### src/rtl/serial_subtractor.sv
// serial_subtractor: bit-serial LSB-first two's-complement subtractor with start/busy/done handshake.
module serial_subtractor #(
  parameter int WIDTH = 8
) (
  input  logic             clk,
  input  logic             rst,
  input  logic             start,
  input  logic [WIDTH-1:0] in0,
  input  logic [WIDTH-1:0] in1,
  output logic [WIDTH-1:0] out,
  output logic             bout,
  output logic             busy,
  output logic             done
);
  localparam int CW = $clog2(WIDTH);
  localparam logic [CW-1:0] LAST = CW'(WIDTH - 1);

  typedef enum logic [1:0] {IDLE, RUN, DONE} state_t;

  state_t           state_q, state_d;
  logic [WIDTH-1:0] a_q, a_d, b_q, b_d, res_q, res_d, out_q, out_d;
  logic [CW-1:0]    cnt_q, cnt_d;
  logic             br_q, br_d, bout_q, bout_d;
  logic             a_bit, b_bit, d, br_n, accept;

  assign a_bit  = a_q[0];
  assign b_bit  = b_q[0];
  assign d      = a_bit ^ b_bit ^ br_q;
  assign br_n   = (~a_bit & b_bit) | (~(a_bit ^ b_bit) & br_q);
  assign accept = start && (state_q != RUN);

  always_comb begin
    state_d = state_q;
    a_d     = a_q;
    b_d     = b_q;
    res_d   = res_q;
    cnt_d   = cnt_q;
    br_d    = br_q;
    out_d   = out_q;
    bout_d  = bout_q;
    if (accept) begin
      state_d = RUN;
      a_d     = in0;
      b_d     = in1;
      cnt_d   = '0;
      br_d    = 1'b0;
    end else if (state_q == RUN) begin
      a_d   = a_q >> 1;
      b_d   = b_q >> 1;
      res_d = {d, res_q[WIDTH-1:1]};
      cnt_d = cnt_q + 1'b1;
      br_d  = br_n;
      // Results publish only on the last bit so out never shows a partial word.
      if (cnt_q == LAST) begin
        state_d = DONE;
        out_d   = res_d;
        bout_d  = br_n;
      end
    end else if (state_q == DONE) begin
      state_d = IDLE;
    end
  end

  always_ff @(posedge clk or posedge rst) begin
    if (rst) begin
      state_q <= IDLE;
      a_q     <= '0;
      b_q     <= '0;
      res_q   <= '0;
      cnt_q   <= '0;
      br_q    <= 1'b0;
      out_q   <= '0;
      bout_q  <= 1'b0;
    end else begin
      state_q <= state_d;
      a_q     <= a_d;
      b_q     <= b_d;
      res_q   <= res_d;
      cnt_q   <= cnt_d;
      br_q    <= br_d;
      out_q   <= out_d;
      bout_q  <= bout_d;
    end
  end

  assign out  = out_q;
  assign bout = bout_q;
  assign busy = (state_q == RUN);
  assign done = (state_q == DONE);
endmodule

### config.mk
export PLATFORM = sky130hd
export DESIGN_NAME = serial_subtractor
export DESIGN_NICKNAME = d
export VERILOG_FILES = /design/src/rtl/serial_subtractor.sv
export SDC_FILE = /design/constraint.sdc
export NUM_CORES = 1
export LEC_CHECK = 0
export CORE_MARGIN = 2
export CORE_UTILIZATION = 40
export DETAILED_ROUTE_END_ITERATION = 8
export GPL_TIMING_DRIVEN = 0
export SLEW_MARGIN = 20
export SYNTH_ARGS = -nofsm -noshare
export SYNTH_HDL_FRONTEND = slang
export SYNTH_SLANG_ARGS = --single-unit
export TNS_END_PERCENT = 50
### constraint.sdc
create_clock -name clk -period 3.28 [get_ports clk]
set_input_delay 0.328 -clock clk [delete_from_list [all_inputs] [get_ports clk]]
set_output_delay 0.328 -clock clk [all_outputs]
set_load 0.1 [all_outputs]
### Word-level counts from Yosys, hierarchy flattened

Index checks and enable logic that the tools add are counted.
Widths: inputs -> output; s select.

| word-level totals | value |
|---|---|
| output and inout bits | 11 |
| bits of input ports | 19 |
| word-level logic and storage cells | 40 |
| register bits after elaboration | 39 |

| operators by class | value |
|---|---|
| reduce and logical (&&, ||, !) cells | 6 |
| equal/unequal tests | 5 |
| add/subtract/negate cells | 1 |
| bitwise logic cells | 8 |
| multiplexer cells | 12 |

Operators with widths:

| operator | number |
|---|---|
| $mux 8 | 4 |
| $mux 2 | 4 |
| $mux 3 | 2 |
| $reduce_and 2->1 | 2 |
| $add 3x1->3 const B | 1 |
| $eq 3x3->1 const B | 1 |
| $ne 3x1->1 const B | 1 |
| $not 1->1 | 3 |
| $reduce_and 3->1 | 1 |
| $reduce_bool 3->1 | 1 |
| $and 1x1->1 | 2 |
| $eq 2x1->1 const B | 1 |
| $eq 2x2->1 const B | 1 |
| $mux 1 | 2 |
| $ne 2x1->1 const B | 1 |
| $reduce_bool 2->1 | 1 |
| $xor 1x1->1 | 2 |
| $logic_and 1x1->1 | 1 |
| $or 1x1->1 | 1 |

### Longest topological paths before layout

| depth | value |
|---|---|
| depth after elaboration | 6 |
| gate-level depth with buffers | 6 |
| mapped depth without buffers | 5 |

### Least setup slack after synthesis

OpenSTA, ideal clock, no wires.

| timing | value |
|---|---|
| kind | reg2reg |
| start | register state_q[1] |
| end | register res_q[1] |
| buffers on the path | 1 |
| clock period less this slack | 2.064 ns |
| setup slack | 1.216 ns |
| stages on the path, launching flop included | 5 |
| library setup time | 0.125 ns |
| data required time | 3.155 ns |
| arrival time | 1.939 ns |
| cells stage by stage | dfrtp_1 -> inv_1 -> ha_1 -> buf_2 -> mux2_2 |

| on the way | value |
|---|---|
| elaborated cells on any way between the ends | 5 |
| those cells by class | 2 x eq/ne; 1 x bitwise; 2 x reduce/logical |

RTL lines:

| what | RTL line | RTL |
|---|---|---|
| start: declaration | 20 | `state_t state_q, state_d;` |
| start signal: assignment | 75 | `state_q <= state_d;` |
| $eq 2x1->1 | -- |  |
| via busy | 12 | `output logic busy,` |
| $reduce_and 2->1 (no source line) | -- |  |
| end signal: assignment | 78 | `res_q <= res_d;` |
| end: declaration | 21 | `logic [WIDTH-1:0] a_q, a_d, b_q, b_d, res_q, res_d, out_q, out_d;` |

The timed path passes the listed nets, and every way through them passes these cells.
A chain may end at the register's enable or synchronous reset.

### Final worst setup path

| timing | value |
|---|---|
| start | register state_q[1] |
| end | output busy |

| on the way | value |
|---|---|
| word-level cells in the longest chain between the ends | 1 |

RTL lines:

| what | RTL line | RTL |
|---|---|---|
| $eq 2x1->1 | 88 | `assign busy = (state_q == RUN);` |
| end: declaration | 12 |  |

No other way between the ends.

==> key figures <==
Pwr
  • Leak Pwr: 1.01 nW
  • Power, Total: 0.00228 W
  • Pwr/cell area: 1060 nW/um2
  • Max IR drop VDD: 355 uV

STA
  • Slew Viols, Final: 0
  • Final hold vios: 0
  • Total negative slack: 0 ns
  • Post-Route Skew: 0.00510 ns
  • Max_slew headroom: 34.7%
  • Crit share post-route: 74.9%
  • Tmin final: 2.46 ns
  • Final worst slack: 0.823 ns
  • Slew @ Worst Pin: 0.977 ns
  • Setup violators final: 0
  • Max frequency: 407 MHz
  • RSZ-0062 raised after global routing: no

Cells and area
  • Final #Nets: 193
  • # fillers: 337
  • Multi-input logic area: 658 um2
  • Diode count: 0
  • Most common cell after layout, fill and taps aside: dfrtp_1
  • Most frequent cells in the layout: dfrtp_1, clkdlybuf4s50_1, mux2i_1, nand2_1, o21ai_0
  • Area growth from synthesis to layout: 28.1%
  • Share of layout cells above drive strength 1: 19.4%
  • Seq. cell area: 951 um2

Critical path
  • Worst Path Required: 2.95 ns
  • Crit-path cells: inv_1, ha_1, clkdlybuf4s50_1
  • Reg2reg end: out[6]
  • Largest fanout on the critical path: 4
  • CP startpoint kind: flop
  • CP peak stage delay: 1.16 ns
  • Slowest-stage cell, CP: clkdlybuf4s50_1
  • Worst Path Buf+Inv: 2
  • Reg2reg setup slack: 1.85 ns
  • Worst reg2reg path depth: 4
  • Worst endpoint data arrival time: 2.13 ns
  • Worst path top cell family by delay: buffers and inverters
  • Critical Path Sink Type: output pin
  • Critical path type: flop to output pin
  • Reg2reg start: cnt_q[0]

Floorplanning
  • Die ar.: 4740 um2
  • Core Box Area: 4030 um2
  • Die Ht: 68.8 um
  • FP Rows: 23
  • Starting Density: 41.7%
  • # IOs: 30
  • Die width: 68.8 um

Placed design
  • GPL Wtd Cong: 0.703
  • Pre-CTS WS: 1.13 ns
  • Number of buffers added on ports: 28
  • DP HPWL: 2.14 mm

Synthesis
  • Area of the mapped netlist: 1680 um2
  • Yosys Warn Count: 0
  • Syn Nets: 157
  • Synth cell types: 22
  • Post-synthesis sequential area ratio: 56.6%
  • Post-synthesis register bit count: 38
  • Avg Cell Area, Syn: 12.6 um2
  • Gate Count Post-Synth: 133

Detailed routing
  • DR WL/cell: 13.4 um
  • Routed vias: 1097
  • Initial drt markers: 82
  • Routed Antenna Nets: 0
  • TritonRoute pass-1 iters: 4
  • Number of remaining DRC errors: 0
  • Routed wire length: 2.95 mm
  • Avg Vias per Cell: 4.99

Clock network
  • Num Clock Sinks: 38
  • Htree depth: 2
  • Clock transition at path regs: 0.07 ns
  • # hold bufs at CTS: 0
  • CTS tree: done
  • CTS buffer count: 5
  • Root Driver: clkbuf_8
  • Post-CTS resize count: 0
  • Clock Latency Late Sink: 0.28 ns
  • Post-CTS setup buffer count: 0
  • CTS max path bufs: 2

GRT
  • GR Overflow Total: 0
  • Pin count of the biggest net entering global routing: 35
  • Gr usage total: 15.1%
  • First-pass GRT wire length: 5.04 mm
  • Vias in the first global route: 1124
  • Initial antenna violation count: 0

Run status
  • Run status: finished clean

Flow run
  • Max cap viols: 0

Worst hold path
  • Worst Hold Class: input pin to asynchronous set/reset pin
[flip-flops by register name, summed over array words and instances, names as in the netlist]
name     cells
a_q          8
br_q         1
res_q        7
out          8
bout         1
b_q          8
state_q      2
cnt_q        3
[synthesized netlist by cell type]
| cell | count | area [um2] |
|---|---|---|
| a21oi_1 | 1 | 5.00 |
| a22o_1 | 1 | 8.76 |
| a32o_1 | 1 | 10.0 |
| buf_2 | 3 | 15.0 |
| buf_4 | 2 | 15.0 |
| buf_6 | 1 | 11.3 |
| clkbuf_1 | 1 | 3.75 |
| dfrtp_1 | 38 | 951 |
| fa_1 | 1 | 20.0 |
| ha_1 | 4 | 50.1 |
| inv_1 | 7 | 26.3 |
| mux2_2 | 8 | 90.1 |
| mux2_4 | 8 | 120 |
| mux2i_1 | 16 | 160 |
| nand2_1 | 16 | 60.1 |
| nand2_4 | 1 | 11.3 |
| nand2b_1 | 2 | 12.5 |
| nor2_1 | 3 | 11.3 |
| o21ai_0 | 16 | 80.1 |
| o21ai_1 | 1 | 5.00 |
| o22ai_1 | 1 | 6.26 |
| o31ai_1 | 1 | 7.51 |
[routing by layer]
metal / up-vias / global-route usage [%] / share of wire, %
li1: 525 / - / -
met1: 541 / 17.9 / 47
met2: 27 / 25.0 / 48
met3: 4 / 4.87 / 3.8
met4: 0 / 6.62 / 1.4
met5: - / 0 / 0
[area by class of cell]
cell class,instances,share of cell area (%)
multi-input cells,81,30.6
plain buffers,7,2.09
clock buffers,5,3.20
inverters,7,1.22
repair buffers,29,14.0
clock inverters,3,1.86
well taps,50,2.91
flip-flops and latches,38,44.2
[cells by family after synthesis]
group / share of synthesized area [%]
AOI/OAI and AO/OA: 7.30
adders and majority gates: 4.17
buffers and inverters: 4.24
DFF: 56.6
muxes: 22.0
and+or+nand+nor: 5.66
[per-stage QoR]
| step | hold WS [ns] | instance area (um2) | util [%] | std cells |
|---|---|---|---|---|
| after floorplan | 0.452 | 1680 | - | 133 |
| after global placement | 0.463 | 2020 | 50.2 | 211 |
| after detailed placement | 0.472 | 2040 | 50.7 | 212 |
| after CTS | 0.255 | 2150 | 53.4 | 220 |
| after global routing | 0.254 | 2150 | 53.4 | 220 |
| final | 0.259 | 2150 | 53.4 | 220 |
[worst max-delay path by stage]
| stage | start | end | slack (ns) | depth (start not counted) |
|---|---|---|---|---|
| after detailed placement | state_q[1] | busy | 1.13 | 3 |
| after CTS | state_q[1] | busy | 0.81 | 3 |
| after global routing | state_q[1] | busy | 0.74 | 3 |
| after floorplan | state_q[1] | res_q[1] | 1.22 | 4 |
| after global placement | state_q[1] | busy | 1.15 | 3 |
| final | state_q[1] | busy | 0.82 | 3 |
[report_power, final]
| part | switching (W) | total (W) | internal (W) |
|---|---|---|---|
| Sequential | 0.000115 | 0.000796 | 0.000681 |
| Clock | 0.000159 | 0.000383 | 0.000224 |
| Combinational | 0.000700 | 0.00110 | 0.000399 |
Power figures use the tool's default switching activity.
